**config.mk**
```make
export PLATFORM = sky130hd
export DESIGN_NAME = bus_master_port
export DESIGN_NICKNAME = d
export VERILOG_FILES = /design/src/rtl/bus_pkg.sv /design/src/rtl/bus_req_fifo.sv /design/src/rtl/bus_master_port.sv
export SDC_FILE = /design/constraint.sdc
export NUM_CORES = 1
export LEC_CHECK = 0
export ABC_CLOCK_PERIOD_IN_PS = 18500
export CORE_ASPECT_RATIO = 0.9
export CORE_MARGIN = 3
export CORE_UTILIZATION = 56
export DETAILED_ROUTE_END_ITERATION = 7
export PLACE_DENSITY = 0.84
export SKIP_LAST_GASP = 1
export SYNTH_ARGS = -nofsm -noshare
export SYNTH_HDL_FRONTEND = slang
export SYNTH_SLANG_ARGS = --single-unit
```
**constraint.sdc**
```tcl
create_clock -name clk -period 18.5 [get_ports clk]
set_input_delay 1.85 -clock clk [delete_from_list [all_inputs] [get_ports clk]]
set_output_delay 1.85 -clock clk [all_outputs]
set_load 0.01 [all_outputs]
```
**src/rtl/bus_pkg.sv**
```systemverilog
// bus: shared types for the bus master port: bus structs, master state and the null request.
package bus;
  localparam int WORD_SIZE = 32;
  localparam int ADDR_W = WORD_SIZE - 2;
  localparam int SEL_W = WORD_SIZE / 8;
  typedef enum logic [1:0] {IDLE, BUSY, ABORT} state_e;
  typedef struct packed {
    logic                 cyc;
    logic                 stb;
    logic                 we;
    logic [ADDR_W-1:0]    addr;
    logic [WORD_SIZE-1:0] data;
    logic [SEL_W-1:0]     sel;
  } m2s_s;
  typedef struct packed {
    logic                 ack;
    logic                 err;
    logic                 stall;
    logic [WORD_SIZE-1:0] data;
  } s2m_s;
  // Field order matches the tail of m2s_s so a queued request drops straight onto the bus.
  typedef struct packed {
    logic                 we;
    logic [ADDR_W-1:0]    addr;
    logic [WORD_SIZE-1:0] data;
    logic [SEL_W-1:0]     sel;
  } req_s;
  localparam m2s_s M2S_NULL = '0;
endpackage

```
**src/rtl/bus_req_fifo.sv**
```systemverilog
// bus_req_fifo: request queue with extra-bit pointers; a push when full is taken if a pop happens the same cycle.
module bus_req_fifo #(
  parameter int DEPTH = 4,
  parameter int W = 8
) (
  input  logic         clk,
  input  logic         rst,
  input  logic         push,
  input  logic [W-1:0] din,
  input  logic         pop,
  output logic [W-1:0] dout,
  output logic         full,
  output logic         empty
);
  localparam int AW = $clog2(DEPTH);
  logic [W-1:0] mem [DEPTH];
  logic [AW:0] wp, rp;
  logic do_push, do_pop;
  assign empty = wp == rp;
  assign full = wp == {~rp[AW], rp[AW-1:0]};
  assign do_pop = pop && !empty;
  assign do_push = push && (!full || do_pop);
  assign dout = mem[rp[AW-1:0]];
  always_ff @(posedge clk or negedge rst)
    if (!rst) begin
      wp <= '0;
      rp <= '0;
    end else begin
      wp <= wp + (AW+1)'(do_push);
      rp <= rp + (AW+1)'(do_pop);
    end
  always_ff @(posedge clk)
    if (do_push) mem[wp[AW-1:0]] <= din;
endmodule

```
**src/rtl/bus_master_port.sv**
```systemverilog
// bus_master_port: queued pipelined bus master with an outstanding-request limit and a watchdog abort.
module bus_master_port import bus::*; #(
  parameter int DEPTH = 4,
  parameter int MAX_OUT = 4,
  parameter int TIMEOUT = 255
) (
  input  logic                 clk,
  input  logic                 rst,
  input  logic                 req_valid,
  output logic                 req_ready,
  input  logic                 req_we,
  input  logic [ADDR_W-1:0]    req_addr,
  input  logic [WORD_SIZE-1:0] req_data,
  input  logic [SEL_W-1:0]     req_sel,
  output logic                 rsp_valid,
  output logic [WORD_SIZE-1:0] rsp_data,
  output logic                 rsp_err,
  output m2s_s                 bus_o,
  input  s2m_s                 bus_i
);
  localparam int OW = $clog2(MAX_OUT + 1);
  localparam int WW = $clog2(TIMEOUT + 1);
  localparam logic [OW-1:0] MAX_C = OW'(MAX_OUT);
  localparam logic [WW-1:0] TO_C = WW'(TIMEOUT);
  state_e state, state_nxt;
  logic [OW-1:0] out, out_nxt;
  logic [WW-1:0] wd, wd_nxt;
  req_s head;
  logic full, empty, push, stb, issue, bus_rsp, abort_rsp;
  assign req_ready = rst && !full && state != ABORT;
  assign push = req_valid && req_ready;
  assign stb = state == BUSY && !empty && out < MAX_C;
  assign issue = stb && !bus_i.stall;
  assign bus_rsp = (bus_i.ack || bus_i.err) && out != '0 && state != ABORT;
  assign abort_rsp = state == ABORT && out != '0;
  assign rsp_valid = bus_rsp || abort_rsp;
  assign rsp_data = bus_rsp ? bus_i.data : '0;
  assign rsp_err = abort_rsp || (bus_rsp && bus_i.err);
  // Payload fields are only driven while strobing, so an idle or aborted bus reads as null.
  assign bus_o = {state == BUSY, stb, stb ? head : req_s'('0)};
  bus_req_fifo #(.DEPTH(DEPTH), .W($bits(req_s))) u_fifo (
    .clk(clk),
    .rst(rst),
    .push(push),
    .din({req_we, req_addr, req_data, req_sel}),
    .pop(issue),
    .dout(head),
    .full(full),
    .empty(empty)
  );
  always_comb begin
    out_nxt = out + OW'(issue) - OW'(rsp_valid);
    wd_nxt = (state != BUSY || out == '0 || bus_i.ack || bus_i.err || issue) ? '0 : wd + WW'(wd != TO_C);
    state_nxt = state == IDLE ? (empty ? IDLE : BUSY) :
                state == BUSY ? (wd == TO_C ? ABORT : (empty && out == '0 && !issue) ? IDLE : BUSY) :
                (out > OW'(1) ? ABORT : IDLE);
  end
  always_ff @(posedge clk or negedge rst)
    if (!rst) begin
      state <= IDLE;
      out <= '0;
      wd <= '0;
    end else begin
      state <= state_nxt;
      out <= out_nxt;
      wd <= wd_nxt;
    end
endmodule

```
==> results of run 1 <==
[cell usage after synthesis, drive strengths merged]
library cell and number:
buf 21, a32oi 1, nand2b 1, nor2b 69, mux2 1, xor2 7, nand4 2, a2111oi 1
nor2 6, nor4b 2, o311ai 2, nand3 4, nor3 8, inv 8, o31a 1, a21oi 1
ha 10, edfxtp 268, or3 4, nor4 1, nor3b 2, mux4 67, o21ai 3, fa 1
a211oi 3, dfrtp 19, or2 2, nand2 4, and2 32, clkbuf 6, xnor2 3
[layout by cell type (no fill, tap or decap), types with 4 or more instances in the layout]
cell             Yosys  layout
clkinv_1             0       6
clkdlybuf4s50_1      0     208
xor2_1               5       5
edfxtp_1           268     268
or3_1                4       4
buf_4                1      11
dfrtp_1             19      17
and2_1              32      32
nor2_1               6       6
nand3_1              4       4
inv_1                8       8
clkinv_2             0       7
bufinv_16            0       4
nor2b_1             69      69
mux4_2              67      67
clkbuf_16            0      29
nand2_1              4       4
ha_1                10      10
nor3_1               8       6
[routing by layer]
layer / global-route usage / routed length [um]
met1: 0.293 / 9350
met2: 0.394 / 12700
met3: 0.0497 / 2100
met4: 0.0613 / 710
met5: 0 / 0
[worst max-delay path: cells and delay by family]
family,cells,cell delay [ns]
buf+inv,3,1.72
compound gates,1,0.41
[cell type report]
type	count	area, um^2	share of cell area
repair buffers	219	2160	0.147
inverters	8	30.0	0.00204
multi-input cells	238	2740	0.186
clock buffers	32	737	0.0500
clock inverters	22	219	0.0149
flip-flops and latches	287	8530	0.579
diodes	2	5.00	0.000340
well taps	250	313	0.0212
[metrics by stage]
step | setup WS [ns] | util | std cells
2_1_floorplan | 8.88 | - | 560
3_3_place_gp | 12.60 | 0.703 | 1002
3_5_place_dp | 12.45 | 0.703 | 1002
4_1_cts | 12.45 | 0.752 | 1056
5_1_grt | 12.49 | 0.753 | 1058
6_report | 12.67 | 0.753 | 1058
[sequential cells by signal, summed over array words and instances (netlist names)]
register	cells
wd	8
state	2
u_fifo.mem	268
u_fifo.rp	3
u_fifo.wp	3
out	3
[final timing paths]
check,slack (ns),endpoint,from
min in group asynchronous,1.82,out[2]$_DFF_PN0_,rst
min reg2reg,0.54,u_fifo.wp[2]$_DFF_PN0_,u_fifo.wp[2]$_DFF_PN0_
max reg2reg,15.24,out[1]$_DFF_PN0_,u_fifo.rp[1]$_DFF_PN0_
max,12.67,req_ready,rst
max in group asynchronous,16.02,u_fifo.rp[1]$_DFF_PN0_,rst
min,0.54,u_fifo.wp[2]$_DFF_PN0_,u_fifo.wp[2]$_DFF_PN0_
[cells by family (layout without fill, tap and decap cells)]
family | count (synthesis) | after routing | synth area share
AOI/OAI and AO/OA | 12 | 12 | 0.00975
muxes | 68 | 68 | 0.133
DFF | 287 | 287 | 0.746
adders and majority gates | 11 | 11 | 0.0127
buffers and inverters | 35 | 281 | 0.0168
other | 0 | 2 | 0
and+or+nand+nor | 137 | 137 | 0.0722
xor gates and xnor gates | 10 | 10 | 0.00899
[power groups by stage]
stage               clock network (W)  registers, W  logic [W]
finish                       0.000577      0.000881   0.000816
floorplan                           0      0.000845   0.000499
CTS                          0.000588      0.000884   0.000830
detailed placement                  0      0.000896   0.000818
global placement                    0      0.000888   0.000802
global route                 0.000617      0.000893   0.000876
==> results.sh, run 1 <==
export IMPL_status="complete, no violations"
export IMPL_die_y_um=141
export IMPL_portBuffers=208
export IMPL_finalNetCount=899
export IMPL_finalWirelength_um=24800
export IMPL_end_kind="output port"
export IMPL_intPower_w=0.00160
export IMPL_clockPowerShare=0.254
export IMPL_grt_use_total=0.227
export IMPL_worstSetupStartpointType="input pin"
export IMPL_fin_crit_sh=0.315
export IMPL_start_util=0.583
export IMPL_num_rows=48
export IMPL_max_vdd_ir_drop_mv=0.115
export IMPL_worstMarginPinSlew_ns=1.06
export IMPL_slowest_stage="clkdlybuf4s50_1"
export IMPL_clk_latency_ns=0.53
export IMPL_drv_cap=0
export IMPL_critPathMaxFanout=20
export IMPL_vias_per_cell=5.74
export IMPL_max_slew_margin=0.297
export IMPL_synth_area_leader_cell="edfxtp_1"
export IMPL_cpPeakStageDelay_ns=1.05
export IMPL_hold_depth=1
export IMPL_first_iter_violations=411
export IMPL_power_leakage_nw=4.87
export IMPL_drive_gt1_frac=0.169
export IMPL_cts_setup_buffers=0
export IMPL_die_area_mm2=0.0221
export IMPL_post_cts_resized=0
export IMPL_p_switching_w=0.000678
export IMPL_setup_violations=0
export IMPL_hold_buffers=0
export IMPL_period_needed_ns=5.83
export IMPL_synth_distinct_cells=36
export IMPL_cellPowerDensity_mw_per_mm2=154
export IMPL_postRouteAntennaNets=0
export IMPL_fin_worst_skew_ns=0.00927
export IMPL_fill_cells=1083
export IMPL_crit_type="in2out"
export IMPL_grt_pass1_wl_um=38100
export IMPL_min_path_type="reg2reg"
export IMPL_dr_pass1_iters=4
export IMPL_fmax_mhz=172
export IMPL_cts_root_buf="clkbuf_16"
export IMPL_yosysTopAreaCellShare=0.705
export IMPL_cts_sinks=287
export IMPL_power_w=0.00227
export IMPL_place_gp_congestion=0.793
export IMPL_synthCells=560
export IMPL_ys_seq_area_frac=0.746
export IMPL_wire_per_inst_um=23.5
export IMPL_grt_max_degree=70
export IMPL_dpl_instance_area_mm2=0.0138
export IMPL_synth_nets=676
export IMPL_hpwl_um=15400
export IMPL_hold_viol=0
export IMPL_crit_chain="clkdlybuf4s50_1, o311ai_2, inv_1, clkdlybuf4s50_1"
export IMPL_die_w_um=157
export IMPL_route_detailed_drc=0
export IMPL_clockBufferDepth=3
export IMPL_coreArea_mm2=0.0196
export IMPL_synth_area_top_cells="edfxtp_1 (70%), mux4_2 (13%), dfrtp_1 (4.2%)"
export IMPL_clk_pin_slew_ns=0.06
export IMPL_cts_tree="built"
export IMPL_p_seq_frac=0.387
export IMPL_gr_total_overflow=0
export IMPL_switching_share=0.298
export IMPL_tns_ns=0
export IMPL_reg2reg_depth=8
export IMPL_synth_warnings=0
export IMPL_pwr_share_comb=0.359
export IMPL_cp_arrival_ns=3.98
export IMPL_drv_slew=0
export IMPL_critPathRequiredTime_ns=16.65
export IMPL_antenna_found_initial=2
export IMPL_critPathMostFrequentCell="clkdlybuf4s50_1"
export IMPL_rsz0062_at_grt="no"
export IMPL_num_vias=6069
export IMPL_cts_buffers=29
export IMPL_ys_ff_latch=287
export IMPL_avgSynthCellArea_um2=20.4
export IMPL_grt_pass1_vias=6434
export IMPL_postLayoutCellArea_mm2=0.0147
export IMPL_syn_to_final_growth_pct=29.1
export IMPL_io_pins=209
export IMPL_syn_area_mm2=0.0114
export IMPL_h_tree_depth=1
export IMPL_holdWs_ns=0.539
Power figures use the tool's default switching activity.
==> run 2, diff against run 1 <==
- ABC_CLOCK_PERIOD_IN_PS: 18500 -> 5650
- CORE_UTILIZATION: 56 -> 52
- PLACE_DENSITY: 0.84 -> 0.78
- clock period: 18.5 -> 5.65 ns (I/O delays scaled with it)
==> run 2 against run 1 <==
  * Sequential cell count unchanged
  * Global-route usage decreased by 3.0 points
  * Die area increased by 7.4%
  * Clock skew increased by 0.0062 ns
  * Largest power group unchanged
  * Non-clock buffer count decreased by 4
  * Via count decreased by 1.6%
  * Clock power increased to 3.1 times the previous value
  * Count of clock-buffer cells in the layout increased by 3
  * Design area decreased by 0.34%
  * Register-to-register slack got worse by 13 ns
  * Core utilization decreased by 6.0 points
  * Total power increased to 3.2 times the previous value
==> results.sh, run 2 (synthesized netlist as in run 1, its figures left out) <==
export IMPL_status="complete, no violations"
export IMPL_slowest_stage="dfrtp_4"
export IMPL_r2r_end="out[1]$_DFF_PN0_"
export IMPL_syn_to_final_growth_pct=28.6
export IMPL_setup_violations=0
export IMPL_finalWirelength_um=23300
export IMPL_io_pins=209
export IMPL_grt_use_total=0.197
export IMPL_wire_per_inst_um=21.5
export IMPL_min_path_type="reg2reg"
export IMPL_num_vias=5972
export IMPL_path_buf_inv=2
export IMPL_clk_pin_slew_ns=0.06
export IMPL_clk_latency_ns=0.52
export IMPL_drv_cap=0
export IMPL_grt_pass1_wl_um=36200
export IMPL_top_layer="met5"
export IMPL_hpwl_um=14400
export IMPL_grt_max_degree=71
export IMPL_route_detailed_drc=0
export IMPL_crit_type="reg2out"
export IMPL_clockBufferDepth=3
export IMPL_dpl_instance_area_mm2=0.0138
export IMPL_hold_buffers=0
export IMPL_critical_path_top_delay_family="buffers and inverters"
export IMPL_finalNetCount=894
export IMPL_cp_endpoint="bus_o[25]"
export IMPL_cts_tree="built"
export IMPL_cts_root_buf="clkbuf_16"
export IMPL_gr_total_overflow=0
export IMPL_postRouteAntennaNets=0
export IMPL_rsz0062_at_grt="no"
export IMPL_largest_register_ffs=268
export IMPL_end_kind="output port"
export IMPL_power_leakage_nw=4.81
export IMPL_drive_gt1_frac=0.154
export IMPL_first_iter_violations=409
export IMPL_crit_chain="buf_4, mux4_2, nor2b_1, clkdlybuf4s50_1"
export IMPL_fill_cells=1329
export IMPL_cts_setup_buffers=0
export IMPL_period_needed_ns=3.97
export IMPL_reg2reg_depth=8
export IMPL_start_util=0.538
export IMPL_path_depth=4
export IMPL_portBuffers=208
export IMPL_worstSetupStartpointType="register"
export IMPL_seqCellArea_mm2=0.00853
export IMPL_fin_crit_sh=0.704
export IMPL_antenna_found_initial=1
export IMPL_critPathMaxFanout=38
export IMPL_wl_met2_um=11900
export IMPL_cts_buffers=28
export IMPL_hold_viol=0
export IMPL_die_w_um=162
export IMPL_postLayoutCellArea_mm2=0.0147
export IMPL_num_rows=50
export IMPL_multi_input_area_mm2=0.00274
export IMPL_mostFrequentLayoutCells="edfxtp_1 (268), clkdlybuf4s50_1 (208), nor2b_1 (69), mux4_2 (67), and2_1 (32)"
export IMPL_wl_met1_um=9070
export IMPL_critPathRequiredTime_ns=5.09
export IMPL_vias_per_cell=5.50
export IMPL_grt_pass1_vias=6334
export IMPL_post_cts_resized=0
export IMPL_final_util=0.693
export IMPL_fin_cells=1085
export IMPL_fin_worst_skew_ns=0.0155
export IMPL_holdWs_ns=0.524
export IMPL_mostFrequentLayoutCell="edfxtp_1"
export IMPL_r2r_slack_ns=2.43
export IMPL_dp_cells=1034
export IMPL_die_y_um=147
export IMPL_fmax_mhz=252
export IMPL_cts_sinks=287
export IMPL_coreArea_mm2=0.0212
export IMPL_max_vdd_ir_drop_mv=0.436
export IMPL_cp_arrival_ns=3.41
export IMPL_detailroute_wirelength_met3_um=2040
export IMPL_cellPowerDensity_mw_per_mm2=496
export IMPL_max_slew_margin=0.322
export IMPL_dr_pass1_iters=5
export IMPL_place_gp_congestion=0.774
export IMPL_cpPeakStageDelay_ns=0.84
export IMPL_crit_start="u_fifo.rp[0]$_DFF_PN0_"
export IMPL_worstMarginPinSlew_ns=1.02
export IMPL_h_tree_depth=1
export IMPL_r2r_start="u_fifo.rp[0]$_DFF_PN0_"
export IMPL_die_area_mm2=0.0238
export IMPL_drv_slew=0
==> run 2: area by class of cell <==
class / count / share of cell area
diodes: 1 / 0.000170
repair buffers: 215 / 0.145
flip-flops and latches: 287 / 0.581
clock inverters: 15 / 0.00988
multi-input cells: 238 / 0.186
inverters: 8 / 0.00204
well taps: 286 / 0.0244
clock buffers: 35 / 0.0509
==> run 2: per-stage QoR <==
| step | worst slack (ns) | total power (W) | TNS [ns] |
|---|---|---|---|
| 6_report | 1.68 | 0.00728 | 0 |
| 2_1_floorplan | -2.93 | 0.00440 | -582.55 |
| 3_3_place_gp | 2.05 | 0.00554 | 0 |
| 3_5_place_dp | 1.92 | 0.00559 | 0 |
| 4_1_cts | 1.52 | 0.00739 | 0 |
| 5_1_grt | 1.36 | 0.00766 | 0 |
==> run 2: worst min-delay path by stage <==
stage | cells after the start | to | slack, ns | from
2_1_floorplan | 0 | out[0]$_DFF_PN0_ | 0.27 | rst
3_3_place_gp | 1 | state[0]$_DFF_PN0_ | 0.50 | state[1]$_DFF_PN0_
3_5_place_dp | 1 | u_fifo.wp[2]$_DFF_PN0_ | 0.51 | u_fifo.wp[2]$_DFF_PN0_
4_1_cts | 1 | u_fifo.wp[2]$_DFF_PN0_ | 0.53 | u_fifo.wp[2]$_DFF_PN0_
5_1_grt | 1 | u_fifo.rp[2]$_DFF_PN0_ | 0.55 | u_fifo.rp[2]$_DFF_PN0_
6_report | 1 | u_fifo.wp[2]$_DFF_PN0_ | 0.52 | u_fifo.wp[2]$_DFF_PN0_
==> run 2: power breakdown <==
part	internal [W]	switching, W
logic	0.00147	0.00125
registers	0.00262	0.000155
clock network	0.00107	0.000708
==> run 2: routing by layer <==
metal	vias to the layer above	global-route usage
met5	-	0
met4	2	0.0294
met3	19	0.0443
met2	275	0.343
met1	3029	0.263
li1	2647	-
==> run 2: worst reg2reg max path: cells and delay by family (launching register included) <==
kind / cells / cell delay [ns]
compound gates: 1 / 0.29
xor+xnor: 1 / 0.25
buf+inv: 2 / 0.74
simple gates: 1 / 0.20
flops: 1 / 0.84
fa+ha+maj: 3 / 0.78
